==> config.mk <==
export PLATFORM = sky130hd
export DESIGN_NAME = dyn_mem_bkgp_responder
export DESIGN_NICKNAME = d
export VERILOG_FILES = /design/src/rtl/dyn_mem_bkgp_responder.sv
export SDC_FILE = /design/constraint.sdc
export NUM_CORES = 1
export LEC_CHECK = 0
export ABC_AREA = 1
export CAP_MARGIN = 20
export CORE_AREA = 2 2 160 162
export CTS_BUF_LIST = sky130_fd_sc_hd__clkbuf_4 sky130_fd_sc_hd__clkbuf_8
export DETAILED_ROUTE_END_ITERATION = 16
export DIE_AREA = 0 0 162 164
export GPL_TIMING_DRIVEN = 0
export MAX_ROUTING_LAYER = met4
export PLACE_DENSITY = 0.6
export SYNTH_ARGS = -nofsm -noshare
export SYNTH_HDL_FRONTEND = slang
export SYNTH_SLANG_ARGS = --single-unit
==> constraint.sdc <==
create_clock -name clk_i -period 4.3 [get_ports clk_i]
set_input_delay 0.645 -clock clk_i [delete_from_list [all_inputs] [get_ports clk_i]]
set_output_delay 0.645 -clock clk_i [all_outputs]
set_load 0.02 [all_outputs]
==> src/rtl/dyn_mem_bkgp_responder.sv <==
// Bank-group TCDM responder: zero-initialises one SRAM macro, then serves 1-cycle
// latency reads/writes with per-byte even parity and a saturating parity-error counter.
module dyn_mem_bkgp_responder #(
   parameter  int unsigned DATA_WIDTH    = 64,
   parameter  int unsigned ADDR_WIDTH    = 10,
   parameter  int unsigned NUM_WORDS     = 1024,
   parameter  int unsigned ERR_CNT_WIDTH = 16,
   localparam int unsigned STRB_WIDTH    = DATA_WIDTH / 8,
   localparam int unsigned SRAM_WIDTH    = DATA_WIDTH + STRB_WIDTH
) (
   input  logic                     clk_i,
   input  logic                     rst_i,
   input  logic                     tcdm_req_i,
   output logic                     tcdm_gnt_o,
   input  logic [ADDR_WIDTH-1:0]    tcdm_addr_i,
   input  logic                     tcdm_we_i,
   input  logic [DATA_WIDTH-1:0]    tcdm_wdata_i,
   input  logic [STRB_WIDTH-1:0]    tcdm_strb_i,
   output logic [DATA_WIDTH-1:0]    tcdm_rdata_o,
   output logic                     tcdm_rvalid_o,
   output logic                     tcdm_ecc_err_o,
   input  logic                     init_req_i,
   output logic                     init_done_o,
   output logic [ERR_CNT_WIDTH-1:0] err_cnt_o,
   output logic [ADDR_WIDTH-1:0]    err_addr_o,
   output logic                     sram_req_o,
   output logic                     sram_we_o,
   output logic [ADDR_WIDTH-1:0]    sram_addr_o,
   output logic [SRAM_WIDTH-1:0]    sram_wdata_o,
   output logic [SRAM_WIDTH-1:0]    sram_bmask_o,
   input  logic [SRAM_WIDTH-1:0]    sram_rdata_i
);

   localparam logic [ADDR_WIDTH-1:0] LAST_WORD = ADDR_WIDTH'(NUM_WORDS - 1);

   typedef enum logic {ST_INIT, ST_READY} state_e;

   state_e                   r_state, w_state_nxt;
   logic [ADDR_WIDTH-1:0]    r_init_cnt, w_init_cnt_nxt;
   logic                     r_rvalid, r_rd, r_oor;
   logic [ADDR_WIDTH-1:0]    r_rsp_addr;
   logic [ERR_CNT_WIDTH-1:0] r_err_cnt;
   logic [ADDR_WIDTH-1:0]    r_err_addr;

   logic                     w_gnt, w_accept, w_oor;
   logic [STRB_WIDTH-1:0]    w_wpar, w_rpar_err;
   logic [SRAM_WIDTH-1:0]    w_bmask;
   logic                     w_rd_rsp, w_par_err, w_cnt_err;

   assign w_gnt    = (r_state == ST_READY);
   assign w_accept = tcdm_req_i & w_gnt;
   // 32-bit compare so NUM_WORDS == 2**ADDR_WIDTH never wraps to zero
   assign w_oor    = (32'(tcdm_addr_i) >= NUM_WORDS);

   // Write-side parity/bit-mask generation and read-side parity check, per byte
   always_comb begin
      w_wpar     = '0;
      w_rpar_err = '0;
      w_bmask    = '0;
      for (int unsigned k = 0; k < STRB_WIDTH; k++) begin
         w_wpar[k]                 = ^tcdm_wdata_i[8*k +: 8];
         w_rpar_err[k]             = (^sram_rdata_i[8*k +: 8]) ^ sram_rdata_i[DATA_WIDTH + k];
         w_bmask[8*k +: 8]         = {8{tcdm_strb_i[k]}};
         w_bmask[DATA_WIDTH + k]   = tcdm_strb_i[k];
      end
   end

   // Next-state and SRAM port decode
   always_comb begin
      w_state_nxt    = r_state;
      w_init_cnt_nxt = r_init_cnt;
      sram_req_o     = 1'b0;
      sram_we_o      = 1'b0;
      sram_addr_o    = '0;
      sram_wdata_o   = '0;
      sram_bmask_o   = '0;
      case (r_state)
         ST_INIT: begin
            sram_req_o     = 1'b1;
            sram_we_o      = 1'b1;
            sram_addr_o    = r_init_cnt;
            sram_bmask_o   = '1;
            w_init_cnt_nxt = r_init_cnt + 1'b1;
            if (r_init_cnt == LAST_WORD) begin
               w_state_nxt    = ST_READY;
               w_init_cnt_nxt = '0;
            end
         end
         ST_READY: begin
            if (w_accept && !w_oor) begin
               sram_req_o  = 1'b1;
               sram_we_o   = tcdm_we_i;
               sram_addr_o = tcdm_addr_i;
               if (tcdm_we_i) begin
                  sram_wdata_o = {w_wpar, tcdm_wdata_i};
                  sram_bmask_o = w_bmask;
               end
            end
            if (init_req_i) begin
               w_state_nxt    = ST_INIT;
               w_init_cnt_nxt = '0;
            end
         end
         default: w_state_nxt = ST_INIT;
      endcase
   end

   always_ff @(posedge clk_i) begin
      if (rst_i) begin
         r_state    <= ST_INIT;
         r_init_cnt <= '0;
      end else begin
         r_state    <= w_state_nxt;
         r_init_cnt <= w_init_cnt_nxt;
      end
   end

   // One-stage response pipeline
   always_ff @(posedge clk_i) begin
      if (rst_i) begin
         r_rvalid   <= 1'b0;
         r_rd       <= 1'b0;
         r_oor      <= 1'b0;
         r_rsp_addr <= '0;
      end else begin
         r_rvalid <= w_accept;
         r_rd     <= w_accept & ~tcdm_we_i;
         r_oor    <= w_accept & w_oor;
         if (w_accept) r_rsp_addr <= tcdm_addr_i;
      end
   end

   assign w_rd_rsp  = r_rvalid & r_rd;
   assign w_par_err = |w_rpar_err;
   assign w_cnt_err = w_rd_rsp & ~r_oor & w_par_err;

   always_ff @(posedge clk_i) begin
      if (rst_i) begin
         r_err_cnt  <= '0;
         r_err_addr <= '0;
      end else if (w_cnt_err) begin
         if (r_err_cnt != '1) r_err_cnt <= r_err_cnt + 1'b1;
         r_err_addr <= r_rsp_addr;
      end
   end

   assign tcdm_gnt_o     = w_gnt;
   assign init_done_o    = w_gnt;
   assign tcdm_rvalid_o  = r_rvalid;
   assign tcdm_rdata_o   = (w_rd_rsp && !r_oor) ? sram_rdata_i[DATA_WIDTH-1:0] : '0;
   assign tcdm_ecc_err_o = w_rd_rsp & (r_oor | w_par_err);
   assign err_cnt_o      = r_err_cnt;
   assign err_addr_o     = r_err_addr;

endmodule
; ---- Yosys cells after proc, flatten, opt, wreduce, memory -nomap -nowiden
; Cells that the tools add are included.
[totals]
register_bits = 49
out_inout_bits = 250
elab_cells = 63
[op_classes]
addsub = 2
eq_ne = 3
mux = 19
n_bitwise = 14
n_reduce_logical = 18
[op_table]
columns = cell, count
row1 = $mux 72, 5
row2 = $pmux 72 s2, 1
row3 = $reduce_xor 8->1, 16
row4 = $mux 64, 1
row5 = $pmux 10 s2, 2
row6 = $mux 10, 3
row7 = $add 16x1->16 const B, 1
row8 = $ne 16x16->1 const B, 1
row9 = $add 10x1->10 const B, 1
row10 = $eq 10x10->1 const B, 1
row11 = $reduce_or 8->1, 1
row12 = $xor 1x1->1, 8
row13 = $pmux 1 s2, 3
row14 = $and 1x1->1, 4
row15 = $mux 1, 4
row16 = $ne 2x2->1 const B, 1
row17 = $not 1->1, 2
row18 = $reduce_and 2->1, 1

; ---- Depth between registers and ports, before layout
[logic_depth]
word_depth = 5
mapped_depth = 18
depth_no_buf = 17

; ---- Worst setup path after synthesis
; No wires, ideal clock.
[synth_path]
path_kind = reg2out
start = register r_state, in the netlist init_done_o
end = output port sram_bmask_o[10]
t_arrival_ns = 1.936
required_time_ns = 3.655
path_slack_ns = 1.719
path_stages_with_launch = 8
path_buffers = 2
cell_sequence = dfxtp_1 clkbuf_1 nand2_1 inv_1 nand2_1 nand2_1 o21a_1 buf_4
[synth_between]
elab_chain_cells = 3
elab_cells_between_ends = 4
cone_classes = mux (2) / bitwise (2)
[synth_rtl]
columns = element, line
row1 = from (decl), 38  ; state_e r_state, w_state_nxt;
row2 = from (signal assigned), 113  ; r_state <= w_state_nxt;
row3 = $and 1x1->1, 51  ; assign w_accept = tcdm_req_i & w_gnt;
row4 = $mux 72, 90  ; if (w_accept && !w_oor) begin
row5 = $pmux 72 s2 *, 77  ; case (r_state)
row6 = to (decl), 30  ; output logic [SRAM_WIDTH-1:0] sram_bmask_o,
; Mark *: on every way between the ends. The rest lies on a longest branch, timed or not.

; ---- Worst setup path after layout
[layout_path]
start = input port tcdm_req_i
end = output port sram_bmask_o[50]
[layout_between]
elab_chain_cells = 3
[layout_rtl]
columns = element, line
row1 = from (decl), 13  ; input logic tcdm_req_i,
row2 = $and 1x1->1, 51
row3 = $mux 72, 90
row4 = $pmux 72 s2, 77
; No other way between the ends.

==> key figures <==
Outcome
  • Status: finished clean

Die
  • Row count: 58
  • Die area: 0.0266 mm^2
  • Initial Utilization: 0.226
  • Chip Width: 162 um
  • Core area: 0.0248 mm^2
  • IO Count: 409
  • Die H: 164 um

Timing
  • Slew margin rel.: 0.507
  • Least-Margin Pin Slew: 739 ps
  • Finish-stage setup viols: 0
  • Max Clock Freq: 0.253 GHz
  • Max Transition Viols Final: 0
  • Final clock period utilization by the worst path: 0.918
  • Final setup margin: 351 ps
  • Final min period: 3950 ps
  • Setup TNS: 0 ps
  • Final hold violation count: 0
  • RSZ-0062 raised after global routing: false
  • Final setup skew: 12.7 ps

Clock tree
  • Post-cts resize count: 0
  • H-tree levels: 2
  • Worst skew pair latency: 330 ps
  • Sinks on Clock Net: 49
  • CTS buffer count: 5
  • Cts-stage hold buffer count: 0
  • Clock slew at reported path FFs: 100 ps
  • Clk root buf: clkbuf_8
  • TritonCTS clock tree: done
  • Setup Fix Bufs, Post-CTS: 0
  • Clock buffer depth: 2

Cells and area
  • Multi-input logic area: 0.00337 mm^2
  • Diodes inserted: 0
  • P&R area growth vs syn: 81.9%
  • Register Area: 981 um^2
  • Fill cell count: 2683
  • Post-route insts no fill: 1776
  • Layout cells sized above 1: 0.0698
  • Layout Nets: 1606
  • Final core utilization: 0.411

Placement
  • Final Wtd Congestion: 0.916
  • HPWL after DPL: 21400 um
  • I/O Buffers: 408
  • Placed insts: 1768
  • Place WS: 70.8 ps

Synth
  • Post-synth top cells: 309 x nand2_1, 180 x nor2_1, 155 x inv_1
  • Post-Synthesis Cells: 1030
  • Synthesized area: 0.00561 mm^2
  • Post-synthesis net count: 1191
  • Synth top area share: 0.207
  • Synth area leaders: nand2_1 21%, dfxtp_1 17%, nor2_1 12%
  • Post-synth ARST share: 0
  • Avg Inst Size Synth: 5.45 um^2
  • Most frequent cell after synthesis: nand2_1
  • YS warnings: 0
  • Synth Register Bits: 49
  • Primary FF master, synth: dfxtp_1
  • Cell taking the most area after synthesis: nand2_1
  • Sequential cell area fraction in the yosys report: 0.175
  • Netlist cell types: 33
  • Post-synth EDFFs: 0

Global route
  • Met2 usage: 0.349
  • Total GRT Usage: 0.192
  • GRT busiest layer: met2
  • Remaining global-route overflow: 0
  • Initial antenna violation count: 0
  • Largest net degree at the start of global routing: 17
  • GR Layer Usage met1: 0.211
  • Global routing met3 resource utilization: 0.0551
  • Number of global-route vias before repair: 7316
  • First-pass GRT wire length: 38800 um

Min path
  • Hold Path Stages: 2
  • Worst Hold Class: register to register

Power
  • Clock share of power: 0.259
  • Power density cells: 118 mW/mm^2
  • Switching Fraction: 0.319
  • P_leak: 4.55 nW
  • Internal Pwr Total: 0.820 mW
  • Seq pwr share: 0.380
  • Psw: 0.384 mW
  • Combinational power share: 0.361
  • Peak VDD IR: 0.0000810 V

Worst setup path
  • WP buf/inv: 4
  • WP data arrival: 3300 ps
  • Critical Path Stages: 8
  • Endpoint type of the worst setup path: primary output
  • Setup CP Type: input port to primary output
  • Slowest stage delay, CP: 590 ps
  • Req. time, crit path: 3650 ps
  • FF-to-FF path depth: 12
  • Kind of cell adding the most delay to the critical path: buffers and inverters
  • Crit-path cells: clkdlybuf4s50_1 > nand2_1 > inv_1 > nand2_1 > nand2_2 > o21a_1 > buf_4 > clkdlybuf4s50_1
  • Worst Path Max Fanout: 9
  • CP max-delay cell: clkdlybuf4s50_1
  • Crit path launch type: input port

Drt
  • Vias/cell: 4.19
  • Residual DRC: 0
  • Post-DRT Antenna Nets: 0
  • Total Wirelength: 25500 um
  • First-pass DRT Iterations: 5
  • WL/cell: 14.3 um
  • Routed via count: 7439
  • Drt initial violations: 323

Job
  • Max Cap Violations: 0
==> logic make-up (layout without fill, tap and decap cells) <==
kind of cell	after synthesis	after routing	share of synthesized area
xor gates and xnor gates	61	61	0.0952
buffers and inverters	260	676	0.224
and+or+nand+nor	584	584	0.427
AOI/OAI and AO/OA	74	74	0.0745
adders and majority gates	2	2	0.00446
DFF	49	49	0.175
==> cell type report <==
class                           count  share of cell area
Sequential cell                    49              0.0961
Tap cell                          330              0.0404
Multi-Input combinational cell    721               0.330
Clock buffer                        6             0.00809
Buffer                            104              0.0660
Timing Repair Buffer              408               0.400
Inverter                          156              0.0573
Clock inverter                      2             0.00172
==> power by group through the flow <==
stage / clock network [mW] / registers, mW / logic, mW
2_1_floorplan: 0 / 0.468 / 0.214
4_1_cts: 0.325 / 0.458 / 0.439
5_1_grt: 0.343 / 0.459 / 0.488
6_report: 0.311 / 0.458 / 0.435
3_5_place_dp: 0 / 0.469 / 0.435
3_3_place_gp: 0 / 0.468 / 0.431
==> routing by layer <==
layer  up-vias  wire (um)
met5         -          0
met4         0        349
met3        22       2180
met2       276      12600
met1      3270      10400
li1       3871          -
==> cells in the final DEF (no fill, tap or decap), drive strengths merged, types with 15 or more instances in the layout <==
master / synthesis / layout
nand4: 20 / 20
nor2: 191 / 191
dfxtp: 49 / 49
nand2: 311 / 311
o21a: 15 / 15
a21oi: 27 / 27
nand3: 39 / 39
clkbuf: 25 / 31
xor2: 21 / 21
o21ai: 29 / 29
clkdlybuf4s50: 0 / 408
xnor2: 40 / 40
buf: 79 / 79
nor3: 17 / 17
inv: 156 / 157
==> registers in the layout, indices dropped and copies added (netlist names) <==
register	flops
init_done_o	1
r_rsp_addr	10
r_init_cnt	10
tcdm_rvalid_o	1
r_rd	1
err_cnt_o	16
err_addr_o	10
==> per-stage QoR <==
stage	instance area [um^2]	hold WS, ps	power [mW]
after global placement	10100	454	0.899
after detailed placement	10100	458	0.904
after global routing	10200	498	1.29
after floorplan	5610	445	0.682
after CTS	10200	475	1.22
final	10200	470	1.20
==> worst register-to-register path, delay by kind of cell, from the launching register on <==
| family | cells | cell delay (ps) |
|---|---|---|
| fa+ha+maj | 1 | 220 |
| buf+inv | 1 | 50 |
| flops | 1 | 420 |
| simple gates | 10 | 1300 |
==> path summary, 6_finish.rpt <==
| path | startpoint | endpoint | slack (ps) |
|---|---|---|---|
| setup / recovery | tcdm_req_i | sram_bmask_o[50] | 350 |
| hold / removal | r_rsp_addr[8]$_SDFFE_PP0P_ | r_rsp_addr[8]$_SDFFE_PP0P_ | 470 |
| setup reg to reg | err_cnt_o[0]$_SDFFE_PP0P_ | err_cnt_o[15]$_SDFFE_PP0P_ | 2230 |
| hold reg to reg | r_rsp_addr[8]$_SDFFE_PP0P_ | r_rsp_addr[8]$_SDFFE_PP0P_ | 470 |
No activity file was read; power rests on OpenSTA's default activity.
